==> src/rtl/sr_pkg.sv <==
// Shared types and constants for the SR command sequencer.
//   state_t : sequencer FSM states (IDLE, DRIVE, GAP)
//   cmd_t   : resolved command (CMD_SET drives s, CMD_CLR drives r)
//   CNT_W   : width of the hold/gap counter and the conflict counter
package sr_pkg;

  localparam int CNT_W = 8;

  typedef enum logic [1:0] {
    IDLE,
    DRIVE,
    GAP
  } state_t;

  typedef enum logic {
    CMD_SET,
    CMD_CLR
  } cmd_t;

endpackage

==> src/rtl/sat_counter8.sv <==
// 8-bit saturating incrementer.
// Ports:
//   clk   - clock
//   rst_n - asynchronous active-low reset, clears count
//   inc   - increment request for this cycle
//   count - current value, sticks at all-ones
module sat_counter8
  import sr_pkg::*;
(
  input  logic             clk,
  input  logic             rst_n,
  input  logic             inc,
  output logic [CNT_W-1:0] count
);

  // NOTE: clocked state is written with non-blocking (<=) assignments so every
  // register samples pre-edge values; blocking here would create order races.
  always_ff @(posedge clk or negedge rst_n) begin
    if (!rst_n) begin
      count <= '0;
    end else if (inc && (count != '1)) begin
      count <= count + CNT_W'(1);
    end
  end

endmodule

==> src/rtl/sr_cmd_sequencer.sv <==
// Command front-end for a negedge-sampled SR flip-flop. Accepts set/clear
// requests while idle, resolves collisions, drives s or r for HOLD_CYCLES,
// then idles for GAP_CYCLES. A shadow of the flip-flop state allows
// redundant commands to complete without driving.
// Ports:
//   clk, rst_n        - clock, asynchronous active-low reset
//   set_req, clr_req  - requests, sampled on posedge while idle
//   s, r              - registered drives to the flip-flop (never both high)
//   busy              - high in DRIVE and GAP
//   done              - one-cycle pulse when a command completes
//   req_drop          - one-cycle pulse when a request arrives while busy
//   q_shadow          - expected flip-flop state
//   shadow_vld        - q_shadow is meaningful
//   conflict_cnt      - saturating count of simultaneous set/clear requests
module sr_cmd_sequencer
  import sr_pkg::*;
#(
  parameter int HOLD_CYCLES    = 2,  // 1..255
  parameter int GAP_CYCLES     = 1,  // 0..255
  parameter int SET_PRIORITY   = 1,  // 1: set wins a collision, 0: clear wins
  parameter int SKIP_REDUNDANT = 1   // 1: skip commands matching a valid shadow
) (
  input  logic       clk,
  input  logic       rst_n,
  input  logic       set_req,
  input  logic       clr_req,
  output logic       s,
  output logic       r,
  output logic       busy,
  output logic       done,
  output logic       req_drop,
  output logic       q_shadow,
  output logic       shadow_vld,
  output logic [7:0] conflict_cnt
);

  localparam logic [CNT_W-1:0] HOLD_LOAD = CNT_W'(HOLD_CYCLES - 1);
  localparam logic [CNT_W-1:0] GAP_LOAD  =
    (GAP_CYCLES > 0) ? CNT_W'(GAP_CYCLES - 1) : '0;

  state_t           state_q, state_d;
  logic [CNT_W-1:0] cnt_q, cnt_d;
  logic             s_q, s_d;
  logic             r_q, r_d;
  logic             done_q, done_d;
  logic             drop_q, drop_d;
  logic             shadow_q, shadow_d;
  logic             vld_q, vld_d;
  logic             req_any;
  logic             conflict;
  cmd_t             cmd;

  always_ff @(posedge clk or negedge rst_n) begin
    if (!rst_n) begin
      state_q  <= IDLE;
      cnt_q    <= '0;
      s_q      <= 1'b0;
      r_q      <= 1'b0;
      done_q   <= 1'b0;
      drop_q   <= 1'b0;
      shadow_q <= 1'b0;
      vld_q    <= 1'b0;
    end else begin
      state_q  <= state_d;
      cnt_q    <= cnt_d;
      s_q      <= s_d;
      r_q      <= r_d;
      done_q   <= done_d;
      drop_q   <= drop_d;
      shadow_q <= shadow_d;
      vld_q    <= vld_d;
    end
  end

  // NOTE: every signal assigned below gets a default first, so no path through
  // the case statement leaves one unassigned and no latch is inferred.
  always_comb begin
    state_d  = state_q;
    cnt_d    = cnt_q;
    s_d      = s_q;
    r_d      = r_q;
    done_d   = 1'b0;
    drop_d   = 1'b0;
    shadow_d = shadow_q;
    vld_d    = vld_q;
    conflict = 1'b0;
    req_any  = set_req | clr_req;

    // Collision resolution; a lone request is served as-is.
    if (set_req && clr_req) begin
      cmd = (SET_PRIORITY != 0) ? CMD_SET : CMD_CLR;
    end else if (set_req) begin
      cmd = CMD_SET;
    end else begin
      cmd = CMD_CLR;
    end

    case (state_q)
      IDLE: begin
        if (req_any) begin
          conflict = set_req & clr_req;
          if ((SKIP_REDUNDANT != 0) && vld_q &&
              (shadow_q == (cmd == CMD_SET))) begin
            done_d = 1'b1;
          end else begin
            state_d = DRIVE;
            cnt_d   = HOLD_LOAD;
            // s_d and r_d come from one cmd value, so they are exclusive.
            s_d     = (cmd == CMD_SET);
            r_d     = (cmd == CMD_CLR);
          end
        end
      end

      DRIVE: begin
        drop_d = req_any;
        if (cnt_q == '0) begin
          s_d      = 1'b0;
          r_d      = 1'b0;
          shadow_d = s_q;  // s high means the command was a set
          vld_d    = 1'b1;
          done_d   = 1'b1;
          if (GAP_CYCLES == 0) begin
            state_d = IDLE;
          end else begin
            state_d = GAP;
            cnt_d   = GAP_LOAD;
          end
        end else begin
          cnt_d = cnt_q - 1'b1;
        end
      end

      GAP: begin
        drop_d = req_any;
        if (cnt_q == '0) begin
          state_d = IDLE;
        end else begin
          cnt_d = cnt_q - 1'b1;
        end
      end

      default: begin
        state_d = IDLE;
        s_d     = 1'b0;
        r_d     = 1'b0;
      end
    endcase
  end

  sat_counter8 u_conflict_cnt (
    .clk   (clk),
    .rst_n (rst_n),
    .inc   (conflict),
    .count (conflict_cnt)
  );

  assign s          = s_q;
  assign r          = r_q;
  assign busy       = (state_q != IDLE);
  assign done       = done_q;
  assign req_drop   = drop_q;
  assign q_shadow   = shadow_q;
  assign shadow_vld = vld_q;

endmodule

==> config.mk <==
export PLATFORM = sky130hd
export DESIGN_NAME = sr_cmd_sequencer
export DESIGN_NICKNAME = d
export VERILOG_FILES = /design/src/rtl/sr_pkg.sv /design/src/rtl/sat_counter8.sv /design/src/rtl/sr_cmd_sequencer.sv
export SDC_FILE = /design/constraint.sdc
export NUM_CORES = 1
export LEC_CHECK = 0
export ABC_CLOCK_PERIOD_IN_PS = 2800
export CELL_PAD_IN_SITES_DETAIL_PLACEMENT = 0
export CELL_PAD_IN_SITES_GLOBAL_PLACEMENT = 2
export CORE_MARGIN = 5
export CORE_UTILIZATION = 37
export DETAILED_ROUTE_END_ITERATION = 8
export PLACE_DENSITY = 0.84
export SLEW_MARGIN = 5
export SYNTH_ARGS = -nofsm -noshare
export SYNTH_HDL_FRONTEND = slang
export SYNTH_SLANG_ARGS = --single-unit
==> constraint.sdc <==
create_clock -name clk -period 2.8 [get_ports clk]
set_clock_uncertainty 0.1 [all_clocks]
set_input_delay 0.56 -clock clk [delete_from_list [all_inputs] [get_ports clk]]
set_output_delay 0.56 -clock clk [all_outputs]
set_load 0.01 [all_outputs]
### Word-level counts from Yosys, hierarchy flattened

Index checks and enable logic that the tools add are counted.

* register bits after elaboration: 24
* input bits: 4

* add/sub/neg operators: 2
* equal/unequal tests: 9
* mux-type cells: 26
* bitwise logic cells: 4
* reductions and logical operators: 12

Operator list (number)
* $mux W8: 4
* $pmux W8 S3: 1
* $mux W1: 13
* $reduce_and A4 Y1: 3
* $ne A2 B2 Y1 const B: 5
* $add A8 B1 Y8 const B: 1
* $logic_not A8 Y1: 1
* $mux W2: 4
* $ne A8 B8 Y1 const B: 1
* $sub A8 B1 Y8 const B: 1
* $pmux W1 S3: 2
* $pmux W2 S3: 1
* $logic_and A1 B1 Y1: 3
* $reduce_bool A3 Y1: 1
* $eq A2 B1 Y1 const B: 1
* $eq A2 B2 Y1 const B: 1
* $logic_not A2 Y1: 1
* $not A1 Y1: 2
* $pmux W1 S2: 1
* $reduce_and A2 Y1: 1
* $reduce_bool A2 Y1: 1
* $reduce_or A2 Y1: 1
* $and A1 B1 Y1: 1
* $eq A1 B1 Y1: 1
* $or A1 B1 Y1: 1

### Longest topological paths before layout

Gate-level depths: netlist of run 1.

* depth in word-level cells: 8
* gate-level depth with buffers: 7

### Cells and area by module

Synthesis of run 1 repeated with hierarchy kept, for this count alone.

* cell total of the unflattened synthesis: 132
* area, all modules: 1367.6 um2

Modules (own cells, without submodules)
* sr_cmd_sequencer: times used 1, cells an instance 98, area an instance 959.7 um2
* sat_counter8: times used 1, cells an instance 34, area an instance 407.9 um2

### Least setup slack after synthesis of run 1

Ideal clock, no wire load.

* path type: register to register
* start point: reg state_q[0]
* end point: reg cnt_q[7]
* data arrival time: 1.671 ns
* data required time: 2.574 ns
* setup slack: 0.903 ns
* cell stages (with the launch flop): 8
* path buffers: 1
* clock period less this slack: 1.897 ns
* cells stage by stage: dfrtp_1 -> inv_1 -> ha_1 -> buf_6 -> nor4_1 -> a21o_1 -> nor3_2 -> a221o_1

* longest elaborated chain between the ends: 3
* elaborated cells on any way between the ends: 9
* classes of those cells: eq/ne (5); mux (1); reduce/logical (3)

Ends and longest elaborated chain
* start, declared: RTL line sr_cmd_sequencer.sv:41 `state_t state_q, state_d;`
* start signal, assigned: RTL line sr_cmd_sequencer.sv:64 `state_q <= state_d;`
* $eq A2 B2 Y1, or another cell as far along: RTL line sr_cmd_sequencer.sv:98 `case (state_q)`
* $ne A2 B2 Y1 (no source line) / $reduce_bool A3 Y1 (equally long branches)
* $reduce_and A4 Y1 (no source line)
* end signal, assigned: RTL line sr_cmd_sequencer.sv:65 `cnt_q <= cnt_d;`
* end, declared: RTL line sr_cmd_sequencer.sv:42 `logic [CNT_W-1:0] cnt_q, cnt_d;`

Parallel ways exist; a longest one is shown, timed or not.
A chain may end at the register's enable or synchronous reset.

### Worst setup path in the final report of run 1

* start point: reg state_q[0]
* end point: out busy

* longest elaborated chain between the ends: 1

Ends and longest elaborated chain
* $reduce_bool A2 Y1: RTL line sr_cmd_sequencer.sv:160 `assign busy = (state_q != IDLE);`
* end, declared: RTL line sr_cmd_sequencer.sv:29 `output logic busy,`

Every way passes these cells.

==> results of run 1 <==
logic make-up (layout without fill, tap and decap cells):
family / Yosys count / in the layout / synth area share [%]
AO/OA/AOI/OAI: 36 / 36 / 21.5
multiplexers: 2 / 2 / 1.68
adder cells (fa/ha/maj): 7 / 7 / 6.55
buffers and inverters: 8 / 29 / 3.09
flip-flops: 24 / 24 / 44.9
AND/OR/NAND/NOR: 37 / 37 / 16.5
XOR/XNOR: 8 / 8 / 5.80
state kept, by name (all words and copies together), names as in the netlist:
name,cells
state_q,2
u_conflict_cnt.count,8
s,1
q_shadow,1
cnt_q,8
r,1
shadow_vld,1
req_drop,1
done,1
metrics by stage:
step           worst slack, ns  total power [uW]
6_report                 0.344              1960
5_1_grt                  0.226              2130
4_1_cts                  0.325              1980
3_5_place_dp             0.337              1720
3_3_place_gp             0.374              1710
2_1_floorplan            0.903              1370
cell usage after synthesis, types with 2 or more instances:
| library cell | instances | area [um^2] |
|---|---|---|
| dfrtp_1 | 24 | 601 |
| nand3_1 | 8 | 40.0 |
| ha_1 | 7 | 87.6 |
| inv_1 | 6 | 22.5 |
| nand2_1 | 6 | 22.5 |
| nor2_1 | 6 | 22.5 |
| o21ai_0 | 6 | 30.0 |
| xnor2_1 | 5 | 43.8 |
| o31ai_1 | 4 | 30.0 |
| a21oi_1 | 3 | 15.0 |
| and2_1 | 3 | 18.8 |
| o211ai_1 | 3 | 22.5 |
| a22o_1 | 2 | 17.5 |
| a31oi_1 | 2 | 12.5 |
| a32o_1 | 2 | 20.0 |
| and3_1 | 2 | 12.5 |
| mux2_2 | 2 | 22.5 |
| nor2b_1 | 2 | 12.5 |
| nor3_2 | 2 | 20.0 |
| nor4_1 | 2 | 12.5 |
| o2bb2ai_1 | 2 | 17.5 |
| xor2_1 | 2 | 17.5 |
where the power goes:
part,internal [uW],switching (uW)
clock,145,108
sequential,482,154
combinational,505,566
routing by layer:
metal / track usage (%) / vias up / wire length [um]
met5: 0 / - / 0
met4: 1.91 / 0 / 8
met3: 2.44 / 2 / 99
met2: 20.5 / 15 / 1330
met1: 16.0 / 499 / 1330
li1: - / 496 / -
worst paths after layout:
check                           slack, ns  cells after the start                                   to                           startpoint
worst min register to register       0.41                      1  u_conflict_cnt.count[7]$_DFFE_PN0P_  u_conflict_cnt.count[7]$_DFFE_PN0P_
max in group asynchronous            1.88                      2                 cnt_q[3]$_DFFE_PN0P_                                rst_n
worst max-delay path                 0.34                      4                                 busy               state_q[0]$_DFFE_PN0P_
min in group asynchronous            0.48                      2               state_q[0]$_DFFE_PN0P_                                rst_n
worst min-delay path                 0.41                      1  u_conflict_cnt.count[7]$_DFFE_PN0P_  u_conflict_cnt.count[7]$_DFFE_PN0P_
worst max register to register       0.64                      6                 cnt_q[5]$_DFFE_PN0P_               state_q[0]$_DFFE_PN0P_
critical path: stages, from the launching register on:
cell	delay, ns
dfrtp_1	0.42
inv_1	0.08
ha_1	0.29
inv_1	0.14
clkdlybuf4s50_1	0.54
cell type report:
class | count | area (um^2)
clock buffer | 3 | 22.5
tap | 46 | 57.6
multi-input combinational | 90 | 696
clock inverter | 1 | 30.0
fill | 350 | 1800
timing repair buffer | 19 | 188
sequential | 24 | 601
inverter | 6 | 22.5
==> impl_metrics.toml, run 1 <==
[power]
peakVddDrop_mv = 0.526
power.density_nw_per_um2 = 1210
p_leak_uw = 0.000697

[logic_synthesis]
synth_edf_count = 0
seq_area_frac_synth_pct = 44.9
synth_flop_cell = "dfrtp_1"
async_reset_ff_share_pct = 100
avgSynthCellArea_um2 = 11.0
yosys_warnings = 0
syn-num-nets = 133
netlist_area_um2 = 1340
ys_types = 43
syn_inst = 122
synth-seq-cells = 24

[floorplanning]
core_area_um2 = 3420
io_pins = 19
die_w_um = 70.1
die_area_um2 = 4920
row_count = 21
start_util_pct = 39.2
chipHeight_um = 70.1

[layout]
area_growth_syn_to_layout_pct = 20.9
antenna_cells = 0
most-common-layout-cells = "dfrtp_1 (24), clkdlybuf4s50_1 (18), nand3_1 (8)"
utilization_pct = 47.3
fin_area_um2 = 1620
layout.nets = 155
final_cells = 189
drive_above_1_share_pct = 11.9
final_common_cell = "dfrtp_1"

[clock_tree]
cts.hold.buffers_added = 0
worst_skew_pair.late_latency_ns = 0.31
cts_max_level = 1
cts-root-buf = "clkbuf_4"
clk_pin_slew_worst_paths_ns = 0.14
cts_resized = 0
numCtsBuffers = 3
clock-sinks = 24
postCtsSetupBuffers = 0
cts_tree = "built"
clockBufferDepth = 2

[hold_path]
hold_class = "reg2reg"

[placement]
dp_hpwl_mm = 2.12
io_buffers = 18
place_inst = 185
placed_area_um2 = 1560
gp_congestion = 0.775

[global_route]
grt_overflow_total = 0
grt_pass1_vias = 971
gr-usage-all-layers_pct = 12.0
grt_antenna_before_repair = 0
grt_pass1_wl_mm = 4.80
grt_max_degree = 25

[run]
cap_viol_max_count = 0

[route]
drcViolationCount = 0
drtIter0Drc = 72
drt_first_pass_iters = 4
wl_per_cell_um = 14.6
viasPerCell = 5.35
route.vias.total = 1012
drt_wl_total_mm = 2.77
final_antenna_net_count = 0

[worst_setup_path]
criticalPathCategory = "reg2out"
cp_data_arrival_time_ns = 1.80
critPathMaxFanout = 6
end_kind = "primary output"
start_kind = "flip-flop"
required_ns = 2.14

[timing]
finalCritPeriodShare_pct = 87.7
whs_ns = 0.411
worst_slew_pin_slew_ns = 0.513
slew-limit-headroom_pct = 65.6
max_freq_ghz = 0.407
slew_violations = 0
fin_setup_tns_ns = 0
final-setup-viol-count = 0
grt_setup_unrepaired = "no"
layout_min_cycle_time_ns = 2.46
hold_viol = 0

[outcome]
status = "finished clean"
Power figures use the tool's default switching activity.
==> inputs of run 2 (changes only) <==
--- a/config.mk
+++ b/config.mk
@@ -5,7 +5,6 @@
 export SDC_FILE = /design/constraint.sdc
 export NUM_CORES = 1
 export LEC_CHECK = 0
-export ABC_CLOCK_PERIOD_IN_PS = 2800
 export CELL_PAD_IN_SITES_DETAIL_PLACEMENT = 0
 export CELL_PAD_IN_SITES_GLOBAL_PLACEMENT = 2
 export CORE_MARGIN = 5
==> results of run 2 <==
Same layout as run 1: the final DEF is identical, and so are final timing and power.
==> inputs of run 3 (changes only) <==
--- a/config.mk
+++ b/config.mk
@@ -10,8 +10,9 @@
 export CORE_MARGIN = 5
 export CORE_UTILIZATION = 37
 export DETAILED_ROUTE_END_ITERATION = 8
-export PLACE_DENSITY = 0.84
+export PLACE_DENSITY = 0.85
 export SLEW_MARGIN = 5
 export SYNTH_ARGS = -nofsm -noshare
 export SYNTH_HDL_FRONTEND = slang
+export SYNTH_HIERARCHICAL = 1
 export SYNTH_SLANG_ARGS = --single-unit
==> impl_metrics.toml, run 3 <==
[worst_setup_path]
end_kind = "primary output"
cpPeakStageDelay_ns = 0.55
cp_data_arrival_time_ns = 1.67
path_common_cell = "inv_1"
cp_cell_sequence = "inv_1 -> ha_1 -> inv_1 -> clkdlybuf4s50_1"
critPathBufInv = 3
critPathMaxFanout = 5
criticalPathCategory = "reg2out"
required_ns = 2.14
r2r_cells = 6
cp_slowest_cell = "clkdlybuf4s50_1"
cp.depth = 4
critPathTopFamily = "buffers and inverters"
start_kind = "flip-flop"

[floorplanning]
io_pins = 19
start_util_pct = 37.6
die_area_um2 = 5010
die_w_um = 70.8
row_count = 22
core_area_um2 = 3630
chipHeight_um = 70.8

[timing]
final-setup-viol-count = 0
fin_ws_ns = 0.472
hold_viol = 0
max_freq_ghz = 0.430
slew_violations = 0
slew-limit-headroom_pct = 61.1
finalCritPeriodShare_pct = 83.1
fin_setup_tns_ns = 0
grt_setup_unrepaired = "no"
layout_min_cycle_time_ns = 2.33
whs_ns = 0.391
worst_slew_pin_slew_ns = 0.580

[power]
power.density_nw_per_um2 = 1100
p_leak_uw = 0.000683
peakVddDrop_mv = 0.551

[placement]
dp_hpwl_mm = 1.99
pre_cts_slack_ns = 0.341
io_buffers = 18
gp_congestion = 0.801

[route]
viasPerCell = 5.11
route.vias.total = 1027
drt_first_pass_iters = 4
drtIter0Drc = 48
drt_wl_total_mm = 2.71
drcViolationCount = 0
wl_per_cell_um = 13.5
final_antenna_net_count = 0

[global_route]
grt_max_degree = 25
grt_overflow_total = 0
grt_pass1_wl_mm = 4.75
grt_antenna_before_repair = 0
grt_pass1_vias = 1007
gr-usage-all-layers_pct = 11.6

[logic_synthesis]
syn-num-nets = 143
avgSynthCellArea_um2 = 10.4
yosys.area.top_type = "dfrtp_1"
synth_flop_cell = "dfrtp_1"
synth_edf_count = 0
netlist_area_um2 = 1370
yosys_warnings = 6
async_reset_ff_share_pct = 100
yosys.cell_count.top_type = "dfrtp_1"
seq_area_frac_synth_pct = 43.9
synth-seq-cells = 24
synthTopCellsByArea = "dfrtp_1 (44%), ha_1 (6.4%), inv_1 (3.6%)"
synth_top_area_share_pct = 43.9
netlist_top_cells_count = "dfrtp_1 (24), inv_1 (13), nand2_1 (8), ha_1 (7)"
ys_types = 41
syn_inst = 132

[layout]
layout.nets = 165
most-common-layout-cells = "dfrtp_1 (24), clkdlybuf4s50_1 (18), inv_1 (13)"
final_common_cell = "dfrtp_1"
reg_top3 = "cnt_q (8), u_conflict_cnt/count (8), state_q (2)"
area_growth_syn_to_layout_pct = 20.5
drive_above_1_share_pct = 11.8
antenna_cells = 0

[clock_tree]
cts-root-buf = "clkbuf_8"
clk_pin_slew_worst_paths_ns = 0.08
cts_resized = 0
worst_skew_pair.late_latency_ns = 0.26
cts.hold.buffers_added = 0
cts_tree = "built"
cts_max_level = 1
numCtsBuffers = 3
postCtsSetupBuffers = 0
clockBufferDepth = 2
clock-sinks = 24

[outcome]
status = "finished clean"

[hold_path]
hold_class = "reg2reg"
worstHoldPathCells = 1

[run]
cap_viol_max_count = 0
[run 3: cells by family after synthesis]
family                     synth area share (%)
adders and majority gates                  6.40
and+or+nand+nor                            18.7
muxes                                      3.48
buffers and inverters                      5.22
AOI/OAI and AO/OA                          19.1
xor gates and xnor gates                   3.20
DFF                                        43.9
[run 3: metrics by stage]
stage / total power (uW) / instances / utilization, % / area [um^2]
3_5_place_dp: 1590 / 197 / 43.8 / 1590
2_1_floorplan: 1290 / 132 / - / 1370
6_report: 1810 / 201 / 45.4 / 1650
3_3_place_gp: 1580 / 197 / 43.8 / 1590
5_1_grt: 1970 / 201 / 45.4 / 1650
4_1_cts: 1830 / 201 / 45.4 / 1650
[run 3: area by class of cell]
class	instances	area, um^2
clock buffer	4	55.1
fill	358	1990
inverter	13	48.8
multi-input combinational	93	696
sequential	24	601
tap	48	60.1
timing repair buffer	19	188
[run 3: worst paths after layout]
kind / startpoint / end / slack, ns
setup reg to reg: state_q[0]$_DFFE_PN0P_ / cnt_q[6]$_DFFE_PN0P_ / 0.81
max in group asynchronous: rst_n / q_shadow$_DFFE_PN0P_ / 1.79
hold reg to reg: r$_DFFE_PN0P_ / r$_DFFE_PN0P_ / 0.39
min in group asynchronous: rst_n / u_conflict_cnt/count[7]$_DFFE_PN0P_ / 0.56
setup / recovery: state_q[0]$_DFFE_PN0P_ / busy / 0.47
hold / removal: r$_DFFE_PN0P_ / r$_DFFE_PN0P_ / 0.39
[run 3: per-layer routing]
layer	global-route usage [%]	share of wire (%)	vias to the layer above
li1	-	-	522
met1	16.4	50	487
met2	17.9	45	16
met3	2.70	3.9	2
met4	3.13	0.63	0
met5	0	0	-
[run 3: worst register-to-register path, delay by kind of cell (launching register included)]
kind	cells	cell delay [ns]
flip-flops	1	0.40
AND/OR/NAND/NOR	1	0.26
buffers and inverters	1	0.08
adder cells (fa/ha/maj)	1	0.34
AO/OA/AOI/OAI	3	0.73
[run 3: where the power goes]
| part | switching (uW) | internal (uW) |
|---|---|---|
| clock | 110 | 125 |
| combinational | 505 | 453 |
| sequential | 140 | 478 |
| total | 754 | 1060 |
==> variant 1: new RTL, config.mk and constraints of run 2 <==
Change the parameter `GAP_CYCLES` from 1 to 0.
--- a/src/rtl/sr_cmd_sequencer.sv
+++ b/src/rtl/sr_cmd_sequencer.sv
@@ -18,3 +18,3 @@
   parameter int HOLD_CYCLES    = 2,  // 1..255
-  parameter int GAP_CYCLES     = 1,  // 0..255
+  parameter int GAP_CYCLES     = 0,  // 0..255
   parameter int SET_PRIORITY   = 1,  // 1: set wins a collision, 0: clear wins
Check against the original RTL: not equivalent (a bounded check fails within 4 cycles, from zero or initial values and one cycle with rst_n low).
==> variant 1 against run 2 <==
- worst setup slack better by 450 ps
- final area shrank 12%
- largest cell class is now flip-flops and latches
- register-to-register slack better by 260 ps
- sequential cell count down 1
- critical path type unchanged
- wire length is 13% lower
- synthesized area decreased by 13%
- critical endpoint is now conflict_cnt[2]
- die area down 12%
- non-clock buffer count increased by 1
Power is not compared: it rests on default switching activity, and its combinational part moved more than twofold at a synthesized area within 25%.
==> variant 1: results (changes against run 2) <==
stage,metric,value,unit,change
outcome,status,"finished, final reports clean",,
global_routing,largest net degree at the start of global routing,24,,-4.0%
timing,Worst-Margin Slew,463,ps,-50.5 ps
route,DR iter-0 viols,27,,-63%
critical_path,Worst R2R End,cnt_q[1]$_DFFE_PN0P_,,
placement,Post-Place Setup Slack,488,ps,+152 ps
critical_path,"Data arrival, critical path",1350,ps,-450 ps
layout,Filler Cell Count,297,,-15%
timing,Slew Limit Fails,0,,unchanged
layout,biggest regs,"cnt_q: 8 flops, u_conflict_cnt.count: 8 flops",,
layout,Final nets,144,,-7.1%
synth,"top cells by area, synth","dfrtp_1 50%, nand2_1 4.5%, ha_1 3.2%",,
global_routing,number of global-route vias before repair,900,,-7.3%
critical_path,max incr delay on CP,580,ps,+40 ps
critical_path,Critical Path RT,2140,ps,about the same
layout,share of layout cells above drive strength 1,8.09,%,-3.8 points
placement,placed cell areas,1400,µm²,-11%
placement,GPL Wtd Cong,0.808,,+4.3%
critical_path,"setup slack, reg-to-reg",900,ps,+260 ps
placement,placed cells,176,,-4.9%
global_routing,first-pass GRT wire length,4.25,mm,-11%
synth,Synth Instances,115,,-5.7%
synth,"Seq/Total Area, Yosys",49.7,%,+4.8 points
critical_path,Slowest cell on crit path,clkdlybuf4s50_1,,
global_routing,total track usage,12.4,%,+0.37 points
route,number of vias per cell,5.12,,-4.4%
route,Routed WL,2.39,mm,-13%
route,Avg WL per Cell,13.3,µm,-9.2%
critical_path,worst r2r src,cnt_q[0]$_DFFE_PN0P_,,
==> variant 1: cell count changes in the layout (fill, tap and decap cells not counted), moves of 3 or more <==
cell      before  now
nand4_1        0    3
o211ai_1       3    0
nand2b_1       1    4
nand2_1        6   14
ha_1           7    3
mux2i_1        0    3
xnor2_1        5    2
==> variant 1: layout make-up <==
type                       count  area [µm²]  area share (%)
clock buffer                   4        26.3            1.85
inverter                       4        15.0            1.06
multi-input combinational     85         554            39.0
sequential                    23         576            40.5
tap                           44        55.1            3.87
timing repair buffer          20         195            13.7
==> variant 1: power groups by stage <==
stage | registers, W | logic, W | clock network (W)
floorplan | 0.000569 | 0.000277 | 0
global placement | 0.000565 | 0.000471 | 0
detailed placement | 0.000565 | 0.000486 | 0
CTS | 0.000560 | 0.000487 | 0.000165
global route | 0.000582 | 0.000543 | 0.000180
finish | 0.000559 | 0.000482 | 0.000155
==> variant 1: logic make-up after synthesis <==
| group | synth area share (%) |
|---|---|
| adders and majority gates | 3.24 |
| muxes | 5.51 |
| DFF | 49.7 |
| and+or+nand+nor | 22.0 |
| buffers and inverters | 2.48 |
| AOI/OAI and AO/OA | 13.3 |
| xor gates and xnor gates | 3.78 |
==> variant 1: worst max-delay path by stage <==
stage,cells after the start,endpoint,slack [ps]
3_5_place_dp,5,cnt_q[6]$_DFFE_PN0P_,490
3_3_place_gp,5,cnt_q[6]$_DFFE_PN0P_,540
5_1_grt,1,conflict_cnt[2],690
4_1_cts,1,conflict_cnt[2],780
2_1_floorplan,5,u_conflict_cnt.count[1]$_DFFE_PN0P_,1070
6_report,1,conflict_cnt[2],790
==> variant 1: per-layer routing <==
layer	up-vias	part of all wire, %	GRT usage [%]
li1	456	-	-
met1	447	48	15.6
met2	16	48	21.4
met3	2	3.3	2.72
met4	0	0.63	3.05
met5	-	0	0
==> variant 2: new RTL, config.mk and constraints of run 2 <==
Without the edit above. Reset style: synchronous (`rst_n`), changed in 2 clocked blocks. Comments in the files are not updated.
--- a/src/rtl/sat_counter8.sv
+++ b/src/rtl/sat_counter8.sv
@@ -17,3 +17,3 @@
   // register samples pre-edge values; blocking here would create order races.
-  always_ff @(posedge clk or negedge rst_n) begin
+  always_ff @(posedge clk) begin
     if (!rst_n) begin
--- a/src/rtl/sr_cmd_sequencer.sv
+++ b/src/rtl/sr_cmd_sequencer.sv
@@ -52,3 +52,3 @@
 
-  always_ff @(posedge clk or negedge rst_n) begin
+  always_ff @(posedge clk) begin
     if (!rst_n) begin
Behaviour: differs if rst_n is asserted again (counterexample within 4 cycles, from zero or initial values and one cycle with rst_n low); with rst_n held inactive, the same outputs for 10 cycles.
==> variant 2 against run 2 <==
- final area is 2.3% higher
- wire length rose by 11%
- total power decreased by 12%
- die area rose by 2.5%
- synthesized area rose by 2.9%
- global-route usage grew 0.44 points
- utilization fell by 1.8 points
- sequential cell count unchanged
- combinational power down 9.7%
- worst setup slack gained 25 ps
==> variant 2: results (changes against run 2) <==
stage,metric,value,unit,change
outcome,status,"finished, final reports clean",,
global_routing,largest net degree at the start of global routing,19,,-24%
cts,TritonCTS buffer count,3,,unchanged
synth,yosys warns,0,,unchanged
synth,Synth Flop Type,dfxtp_1,,
synth,Async SR Flop Fraction,0,%,-100 points
layout,share of layout cells above drive strength 1,10.0,%,-1.9 points
placement,Post-Place Setup Slack,148,ps,-188 ps
timing,Rel. slew slack,59.1,%,-6.5 points
placement,GPL Wtd Cong,0.838,,+8.1%
cts,H-tree depth,1,,unchanged
cts,clock root buffer,clkbuf_8,,
layout,biggest regs,"cnt_q: 8 flops, u_conflict_cnt.count: 8 flops, state_q: 2 flops",,
critical_path,Slowest cell on crit path,clkdlybuf4s50_1,,
power,leakage,0.616,nW,-12%
timing,Final period util,86.8,%,-0.90 points
layout,diodes inserted,0,,unchanged
cts,setup bufs post-CTS,0,,unchanged
synth,Netlist cell types,46,,+7.0%
critical_path,max incr delay on CP,540,ps,about the same
route,DR iter-0 viols,50,,-31%
power,P_int,0.000994,W,-12%
synth,"Seq/Total Area, Yosys",34.9,%,-10 points
synth,"top cells by area, synth","dfxtp_1 35%, ha_1 6.4%, or4_1 4.4%",,
critical_path,CP Max Fanout,9,,+3
synth,syn nets,162,,+22%
cts,clock latency on the worst-skew pair,270,ps,-40 ps
timing,final setup vio count,0,,unchanged
route,TritonRoute pass-1 iters,4,,unchanged
global_routing,total track usage,12.5,%,+0.44 points
global_routing,first-pass GRT wire length,5.08,mm,+5.7%
cts,clock slew at reported path FFs,90,ps,-50 ps
route,number of vias per cell,5.39,,+0.75%
worst_hold_path,hold crit path type,reg2reg,,
cts,CTS resizes,0,,unchanged
synth,"top cells by count, synth","24 x dfxtp_1, 11 x nor2_1, 10 x inv_1, 10 x nand2_1",,
layout,Filler Cell Count,376,,+7.4%
global_routing,number of global-route vias before repair,1070,,+10%
placement,# port buffers,18,,unchanged
critical_path,"Data arrival, critical path",1770,ps,-30 ps
global_routing,initial antenna violation count,0,,unchanged
layout,Final nets,182,,+17%
power,maximum vdd ir drop,0.000336,V,-36%
placement,post-DP HPWL,2.33,mm,+9.7%
cts,clock buffer depth,2,,unchanged
route,Avg WL per Cell,14.1,µm,-3.7%
## variant 2: cell types whose count changed after synthesis, sizes merged, moves of 4 or more
cell    before  now
dfrtp       24    0
a21oi        4    9
dfxtp        0   24
or3          0    5
nand2        6   10
mux2i        0    4
nor2         6   11
or4          0    9
a211oi       1    6
o21ai        6    1
inv          6   11
## variant 2: area by class of cell
| type | count | share of cell area, % |
|---|---|---|
| well taps | 48 | 3.63 |
| inverters | 11 | 2.50 |
| multi-input cells | 110 | 49.2 |
| clock buffers | 4 | 3.33 |
| flip-flops and latches | 24 | 29.0 |
| repair buffers | 21 | 12.3 |
## variant 2: power by group through the flow
stage | registers, W | logic (W) | clock network (W)
after floorplan | 0.000529 | 0.000698 | 0
after global placement | 0.000529 | 0.000948 | 0
after detailed placement | 0.000533 | 0.000958 | 0
after CTS | 0.000524 | 0.000969 | 0.000254
after global routing | 0.000539 | 0.00105 | 0.000265
final | 0.000523 | 0.000966 | 0.000244
## variant 2: logic make-up (layout without fill, tap and decap cells)
family / after synthesis / after routing / share of synthesized area, %
AND/OR/NAND/NOR: 55 / 55 / 25.0
AO/OA/AOI/OAI: 38 / 38 / 21.1
flip-flops: 24 / 24 / 34.9
buffers and inverters: 17 / 36 / 5.91
adder cells (fa/ha/maj): 7 / 7 / 6.36
XOR/XNOR: 6 / 6 / 3.82
multiplexers: 4 / 4 / 2.91
## variant 2: final timing paths
check             cells past startpoint  slack [ps]               startpoint               endpoint
setup reg to reg                      6         640  state_q[0]$_SDFFE_PN0P_  cnt_q[6]$_SDFFE_PN0P_
setup / recovery                      4         370  state_q[0]$_SDFFE_PN0P_                   busy
hold / removal                        2         360           r$_SDFFE_PN0P_         r$_SDFFE_PN0P_
hold reg to reg                       2         360           r$_SDFFE_PN0P_         r$_SDFFE_PN0P_
## variant 2: metal layers
metal	share of wire [%]	vias up	global-route usage, %
met4	1.9	0	5.64
met5	0	-	0
met1	48	547	16.2
met2	47	15	19.8
li1	-	610	-
met3	2.9	4	2.56
## variant 2: metrics by stage
step                total power [W]  cells  hold slack (ps)  cell area (µm²)
floorplan                   0.00123    151              349             1380
detailed placement          0.00149    214              357             1600
global placement            0.00148    214              342             1600
global route                0.00186    218              390             1650
CTS                         0.00175    218              371             1650
finish                      0.00173    218              363             1650
## variant 2: critical path, delay by kind of cell, from the launching register on
family	cells	cell delay (ps)
fa+ha+maj	1	320
buf+inv	3	770
flops	1	400
